$ cat config.mk
export PLATFORM = sky130hd
export DESIGN_NAME = color_freq_meter
export DESIGN_NICKNAME = d
export VERILOG_FILES = /design/src/rtl/color_sensor_pkg.sv /design/src/rtl/color_freq_meter_edge_sync_det.sv /design/src/rtl/color_freq_meter.sv
export SDC_FILE = /design/constraint.sdc
export NUM_CORES = 1
export LEC_CHECK = 0
export CORE_ASPECT_RATIO = 1.75
export CORE_MARGIN = 2
export CORE_UTILIZATION = 35
export CTS_BUF_LIST = sky130_fd_sc_hd__clkbuf_4
export CTS_CLUSTER_SIZE = 14
export DETAILED_ROUTE_END_ITERATION = 10
export HOLD_SLACK_MARGIN = 0.03
export PLACE_DENSITY = 0.56
export SETUP_SLACK_MARGIN = 0.5
export SLEW_MARGIN = 20
export SYNTH_ARGS = -nofsm -noshare
export SYNTH_HDL_FRONTEND = slang
export SYNTH_SLANG_ARGS = --single-unit
$ cat constraint.sdc
create_clock -name clk -period 2.2 [get_ports clk]
set_input_delay 0.22 -clock clk [delete_from_list [all_inputs] [get_ports clk]]
set_output_delay 0.22 -clock clk [all_outputs]
set_load 0.03 [all_outputs]
$ cat src/rtl/color_sensor_pkg.sv
// Shared types and defaults for the colour sensor frequency meter.
// Build macro CLEAR_CH_EN adds the unfiltered (clear) channel to the sweep.
package color_sensor_pkg;

  localparam int DEF_CNT_W         = 16;
  localparam int DEF_GATE_CYCLES   = 1000;
  localparam int DEF_SETTLE_CYCLES = 100;

`ifdef CLEAR_CH_EN
  localparam int N_CH = 4;
`else
  localparam int N_CH = 3;
`endif

  typedef enum logic [1:0] {
    CH_RED   = 2'd0,
    CH_BLUE  = 2'd1,
    CH_CLEAR = 2'd2,
    CH_GREEN = 2'd3
  } channel_t;

  typedef enum logic [2:0] {
    IDLE,
    SETTLE,
    MEASURE,
    STORE,
    DONE
  } state_t;

  localparam channel_t LAST_CH = CH_GREEN;

  // Photodiode filter select code {s2,s3} for a channel.
  function automatic logic [1:0] filter_code(input channel_t ch);
    case (ch)
      CH_RED:   return 2'b00;
      CH_BLUE:  return 2'b01;
      CH_CLEAR: return 2'b10;
      default:  return 2'b11;
    endcase
  endfunction

  function automatic channel_t next_channel(input channel_t ch);
    case (ch)
      CH_RED:   return CH_BLUE;
`ifdef CLEAR_CH_EN
      CH_BLUE:  return CH_CLEAR;
      CH_CLEAR: return CH_GREEN;
`else
      CH_BLUE:  return CH_GREEN;
`endif
      default:  return CH_RED;
    endcase
  endfunction

endpackage

$ cat src/rtl/color_freq_meter_edge_sync_det.sv
// Two-flop synchronizer followed by a one-cycle rising-edge pulse.
// Reusable for any asynchronous sensor pin.
module edge_sync_det (
  input  logic clk,
  input  logic rst_n,
  input  logic async_in,
  output logic rise_pulse
);

  logic meta_q;
  logic sync_q;
  logic prev_q;

  always_ff @(posedge clk or negedge rst_n) begin
    if (!rst_n) begin
      meta_q <= 1'b0;
      sync_q <= 1'b0;
      prev_q <= 1'b0;
    end else begin
      meta_q <= async_in;
      sync_q <= meta_q;
      prev_q <= sync_q;
    end
  end

  assign rise_pulse = sync_q & ~prev_q;

endmodule

$ cat src/rtl/color_freq_meter.sv
// Period-gated edge counter sweeping the TCS3200 filters red/blue/(clear)/green.
// Build macro CLEAR_CH_EN enables the clear channel; otherwise clear_cnt and sat[3] stay 0.
module color_freq_meter
  import color_sensor_pkg::*;
#(
  parameter int CNT_W         = DEF_CNT_W,
  parameter int GATE_CYCLES   = DEF_GATE_CYCLES,
  parameter int SETTLE_CYCLES = DEF_SETTLE_CYCLES
) (
  input  logic             clk,
  input  logic             rst_n,
  input  logic             start,
  input  logic             cont,
  input  logic             sensor_out,
  output logic             s2,
  output logic             s3,
  output logic             busy,
  output logic             done,
  output logic [CNT_W-1:0] red_cnt,
  output logic [CNT_W-1:0] green_cnt,
  output logic [CNT_W-1:0] blue_cnt,
  output logic [CNT_W-1:0] clear_cnt,
  output logic [3:0]       sat
);

  localparam int TMR_MAX = (GATE_CYCLES > SETTLE_CYCLES) ? GATE_CYCLES : SETTLE_CYCLES;
  localparam int TMR_W   = $clog2(TMR_MAX);
  localparam logic [TMR_W-1:0] GATE_LAST   = TMR_W'(GATE_CYCLES - 1);
  localparam logic [TMR_W-1:0] SETTLE_LAST = TMR_W'(SETTLE_CYCLES - 1);
  localparam logic [CNT_W-1:0] CNT_MAX     = {CNT_W{1'b1}};

  state_t           state_q, state_d;
  channel_t         channel_q, channel_d;
  logic [TMR_W-1:0] timer_q;
  logic             timer_clr;
  logic             sweep_start;
  logic             store_en;
  logic             edge_pulse;
  logic [CNT_W-1:0] edge_cnt_q;
  logic             meas_sat_q;
  logic [CNT_W-1:0] red_q, green_q, blue_q;
  logic [3:0]       sat_q;

  edge_sync_det u_sync (
    .clk        (clk),
    .rst_n      (rst_n),
    .async_in   (sensor_out),
    .rise_pulse (edge_pulse)
  );

  always_ff @(posedge clk or negedge rst_n) begin
    if (!rst_n) begin
      state_q   <= IDLE;
      channel_q <= CH_RED;
    end else begin
      state_q   <= state_d;
      channel_q <= channel_d;
    end
  end

  // Channel returns to red on entering DONE so s2/s3 idle at 00.
  always_comb begin
    state_d     = state_q;
    channel_d   = channel_q;
    timer_clr   = 1'b1;
    sweep_start = 1'b0;
    store_en    = 1'b0;
    case (state_q)
      IDLE: begin
        if (start) begin
          state_d     = SETTLE;
          channel_d   = CH_RED;
          sweep_start = 1'b1;
        end
      end
      SETTLE: begin
        timer_clr = 1'b0;
        if (timer_q == SETTLE_LAST) begin
          state_d   = MEASURE;
          timer_clr = 1'b1;
        end
      end
      MEASURE: begin
        timer_clr = 1'b0;
        if (timer_q == GATE_LAST) begin
          state_d   = STORE;
          timer_clr = 1'b1;
        end
      end
      STORE: begin
        store_en = 1'b1;
        if (channel_q == LAST_CH) begin
          state_d   = DONE;
          channel_d = CH_RED;
        end else begin
          state_d   = SETTLE;
          channel_d = next_channel(channel_q);
        end
      end
      DONE: begin
        if (cont) begin
          state_d     = SETTLE;
          channel_d   = CH_RED;
          sweep_start = 1'b1;
        end else begin
          state_d = IDLE;
        end
      end
      default: state_d = IDLE;
    endcase
  end

  always_ff @(posedge clk or negedge rst_n) begin
    if (!rst_n) begin
      timer_q <= '0;
    end else if (timer_clr) begin
      timer_q <= '0;
    end else begin
      timer_q <= timer_q + 1'b1;
    end
  end

  // meas_sat_q marks that at least one edge was lost to the counter ceiling.
  always_ff @(posedge clk or negedge rst_n) begin
    if (!rst_n) begin
      edge_cnt_q <= '0;
      meas_sat_q <= 1'b0;
    end else if (state_q == SETTLE) begin
      edge_cnt_q <= '0;
      meas_sat_q <= 1'b0;
    end else if (state_q == MEASURE && edge_pulse) begin
      if (edge_cnt_q == CNT_MAX) begin
        meas_sat_q <= 1'b1;
      end else begin
        edge_cnt_q <= edge_cnt_q + 1'b1;
      end
    end
  end

`ifdef CLEAR_CH_EN
  logic [CNT_W-1:0] clear_q;
`endif

  // sat bit order is {clear,blue,green,red}, not the enum order.
  always_ff @(posedge clk or negedge rst_n) begin
    if (!rst_n) begin
      red_q   <= '0;
      green_q <= '0;
      blue_q  <= '0;
`ifdef CLEAR_CH_EN
      clear_q <= '0;
`endif
      sat_q   <= '0;
    end else if (sweep_start) begin
      sat_q <= '0;
    end else if (store_en) begin
      case (channel_q)
        CH_RED: begin
          red_q    <= edge_cnt_q;
          sat_q[0] <= meas_sat_q;
        end
        CH_GREEN: begin
          green_q  <= edge_cnt_q;
          sat_q[1] <= meas_sat_q;
        end
        CH_BLUE: begin
          blue_q   <= edge_cnt_q;
          sat_q[2] <= meas_sat_q;
        end
`ifdef CLEAR_CH_EN
        CH_CLEAR: begin
          clear_q  <= edge_cnt_q;
          sat_q[3] <= meas_sat_q;
        end
`endif
        default: ;
      endcase
    end
  end

  assign {s2, s3}  = filter_code(channel_q);
  assign busy      = (state_q != IDLE);
  assign done      = (state_q == DONE);
  assign red_cnt   = red_q;
  assign green_cnt = green_q;
  assign blue_cnt  = blue_q;
  assign sat       = sat_q;
`ifdef CLEAR_CH_EN
  assign clear_cnt = clear_q;
`else
  assign clear_cnt = '0;
`endif

endmodule

==> results.yml <==
floorplanning:
  ioPinCount: 77
  dieWidth_um: 84.09
  start_util_pct: 35.59
  die_area_um2: 12120
  rows: 51
  die_y_um: 144.2
  coreArea_um2: 11040
sta:
  max_freq_mhz: 521.6
  setup_violations: 0
  whs_ps: 194.9
  slew_violations: 0
  fin_crit_ps: 1917
  clock_skew_ps: 8.273
  hold_viol_final: 0
  period_share_pct: 87.14
  tns_ps: 0
  rsz0062_at_grt: "true"
synthesis:
  synth-seq-cells: 86
  synth-compound-area-share_pct: 7.070
  synth-async-reset-ratio_pct: 100.0
  synth_xor_area_share_pct: 1.783
  synth_top_flop_cell: "dfrtp_1"
  netlist_area_um2: 3929
  seq_area_frac_synth_pct: 54.78
  netlist_instances: 329
  synth_edf_count: 0
  synth_adder_area_share_pct: 0.6369
  synthDistinctLibCells: 53
  synth_top_family_by_area: "multiplexers"
  synthMuxAreaShare_pct: 15.29
  syn-mean-instance-area_um2: 11.94
  yosys_warnings: 0
  yosys.area_share.simple_pct: 14.52
clock_tree:
  cts_root_buf: "clkbuf_4"
  cts_buffers: 9
  h-tree-depth: 3
  clk_pin_slew_ps: 130
  clockBufferDepth: 2
  clkSinkCount: 86
  cts_tree: "done"
  clk-insertion-delay-late_ps: 450
detailed_routing:
  ant_nets: 0
  via_per_inst: 5.106
  route.detailed.drc: 0
  num_vias: 2895
  drt-initial-drc-count: 170
  dr.pass1.iters: 4
  wl_per_cell_um: 17.80
  drt-total-wl_um: 10100
grt:
  grt_pass1_wl_um: 14890
  grt_util_all_layers_pct: 15.92
  grt_pass1_vias: 2888
  antenna_found_initial: 0
  grt_overflow: 0
  grt_max_degree: 36
finish:
  nets: 437
  areaGrowthSynthToFinish_pct: 42.45
  fillers: 1033
  drive_above_1_share_pct: 36.32
  n_antenna_cell: 0
  layout.cells.non_filler: 567
setup_path:
  worstPathArrival_ps: 2300
  critPathKind: "flip-flop to flip-flop"
  cpLargestDelayFamily: "compound AO/OA/AOI/OAI gates"
  start_kind: "flip-flop"
  worst-path-buf-inv: 3
  crit_path_top_delay_cell: "a2111o_1"
  reg2reg_slack_ps: 280
  critical_path.cell_chain: "buf_6 > buf_6 > nand2b_4 > a2111o_1 > buf_6 > or3_1 > a21oi_2"
  cp.required_ps: 2580
  slowest_delay_ps: 550
  endpoint_kind: "flip-flop"
  crit_top_cell: "buf_6"
  critPathMaxFanout: 8
pwr:
  pwr-share-comb_pct: 3.5
  ir_drop_v: 0.0004876
  power.leakage_nw: 2.813
  total_power_mw: 2.932
  p_per_area_nw_per_um2: 523.9
  swShare_pct: 21.91
  switchingPower_mw: 0.6422
  clock_power_share_pct: 42.2
  p_int_mw: 2.290
  share_seq_of_total_power_pct: 54.3
placement:
  routabilityCongestion: 0.8096
  dp_hpwl_um: 6301
  port_buffers: 59
  dp.cells: 519
run_status:
  status: "complete, no violations"
worst_hold_path:
  hp-class: "input port to flip-flop"
run:
  cap_violations: 0
-- worst paths after layout --
check,startpoint,cells past startpoint,to
worst max-delay path,state_q[0]$_DFFE_PN0P_,7,edge_cnt_q[5]$_DFFE_PN0P_
worst min-delay path,sensor_out,1,u_sync.meta_q$_DFF_PN0_
worst max register to register,state_q[0]$_DFFE_PN0P_,7,edge_cnt_q[5]$_DFFE_PN0P_
worst min register to register,u_sync.meta_q$_DFF_PN0_,0,u_sync.sync_q$_DFF_PN0_
max in group asynchronous,rst_n,3,green_cnt[2]$_DFFE_PN0P_
min in group asynchronous,rst_n,2,blue_cnt[1]$_DFFE_PN0P_
-- what timing repair did --
| action | CTS | global route |
|---|---|---|
| setup endpoints to repair | 97 | 76 |
| endpoints found under the hold margin | 29 | 0 |
| setup buffers | 16 | 10 |
| hold buffers | 1 | 0 |
| pin swaps | 14 | 17 |
| gates resized for setup | 88 | 93 |
| cloned | 1 | 4 |
-- state kept, by name (all words and copies together), names as in the netlist --
name,cells
sat,3
channel_q,2
u_sync.meta_q,1
meas_sat_q,1
green_cnt,16
blue_cnt,16
red_cnt,16
u_sync.sync_q,1
state_q,3
u_sync.prev_q,1
edge_cnt_q,16
timer_q,10
-- power by group through the flow --
stage          combinational (mW)  clock (mW)  sequential (mW)
5_1_grt                     0.113        1.34             1.60
4_1_cts                     0.105        1.26             1.59
2_1_floorplan              0.0688           0             1.63
3_3_place_gp                0.105           0             1.62
6_report                    0.102        1.24             1.59
3_5_place_dp                0.106           0             1.62
-- Yosys cell counts (all sizes together), types with 2 or more instances --
library cell  number  area [µm²]
nand4              8       56.30
and3               5       31.28
o31ai              5       37.54
inv                3       11.26
nor3b              5       42.54
a31oi              3       18.77
mux2              48       540.5
or3                4       25.02
nand3             12       60.06
buf               26       180.2
clkbuf            10       37.54
o21ai              5       25.02
or4                5       37.54
nor3               3       15.01
a211oi             2       15.01
o22ai              2       12.51
a21oi             13       65.06
or3b               2       17.52
mux2i              6       60.06
xor2               2       17.52
and4               4       35.03
ha                 2       25.02
nor4               3       18.77
nand2             15       56.30
nor2              20       75.07
dfrtp             86        2152
xnor2              6       52.55
nor2b              3       18.77
nand2b             5       31.28
-- per-layer routing --
metal / GRT usage (%) / vias to the layer above / wire [µm]
met5: 0 / - / 0
met4: 6.027 / 0 / 182
met3: 3.311 / 13 / 259
met2: 29.53 / 55 / 5642
met1: 17.68 / 1471 / 4010
li1: - / 1356 / -
-- metrics by stage --
stage | util [%] | setup WS (ps) | cell area, µm²
6_report | 50.70 | 282.9 | 5597
3_3_place_gp | 42.91 | 199.8 | 4737
2_1_floorplan | - | 443.8 | 4058
5_1_grt | 50.70 | 238.4 | 5597
4_1_cts | 46.23 | 269.1 | 5104
3_5_place_dp | 42.91 | 182.7 | 4737
-- kinds of logic (layout without fill, tap and decap cells) --
kind of cell / after synthesis / in the layout
xor gates and xnor gates: 8 / 8
DFF: 86 / 86
and+or+nand+nor: 98 / 98
muxes: 54 / 54
other: 1 / 17
buffers and inverters: 39 / 129
adders and majority gates: 2 / 2
AOI/OAI and AO/OA: 41 / 41
-- cells in the final DEF, fill, tap and decap left out, types with 3 or more instances in the layout --
cell type / Yosys / layout
dlygate4sd2_1: 0 / 53
nand4_1: 7 / 7
and3_1: 5 / 4
nor2_4: 0 / 9
or4_1: 5 / 5
xnor2_1: 6 / 6
mux2i_1: 6 / 6
conb_1: 1 / 17
o21ai_0: 3 / 3
clkdlybuf4s50_1: 0 / 3
nand2_1: 15 / 15
nand3_1: 12 / 11
o31ai_1: 5 / 5
nor2_1: 20 / 11
dfrtp_2: 0 / 7
bufinv_16: 0 / 4
dfrtp_1: 86 / 79
nand2b_1: 5 / 4
clkbuf_16: 0 / 3
buf_6: 1 / 17
clkbuf_4: 0 / 9
nor3_1: 3 / 3
a21oi_1: 13 / 11
nor3b_2: 1 / 3
and4_4: 0 / 3
buf_4: 18 / 29
mux2_4: 0 / 46
-- final cells by class --
cell class	count	area [µm²]	share of cell area, %
Sequential cell	86	2161	38.61
Clock buffer	9	67.56	1.207
Multi-Input combinational cell	220	1997	35.68
Timing Repair Buffer	110	1059	18.91
Clock inverter	7	136.4	2.437
Tap cell	132	165.2	2.951
Inverter	3	11.26	0.2012
Power figures use the tool's default switching activity.
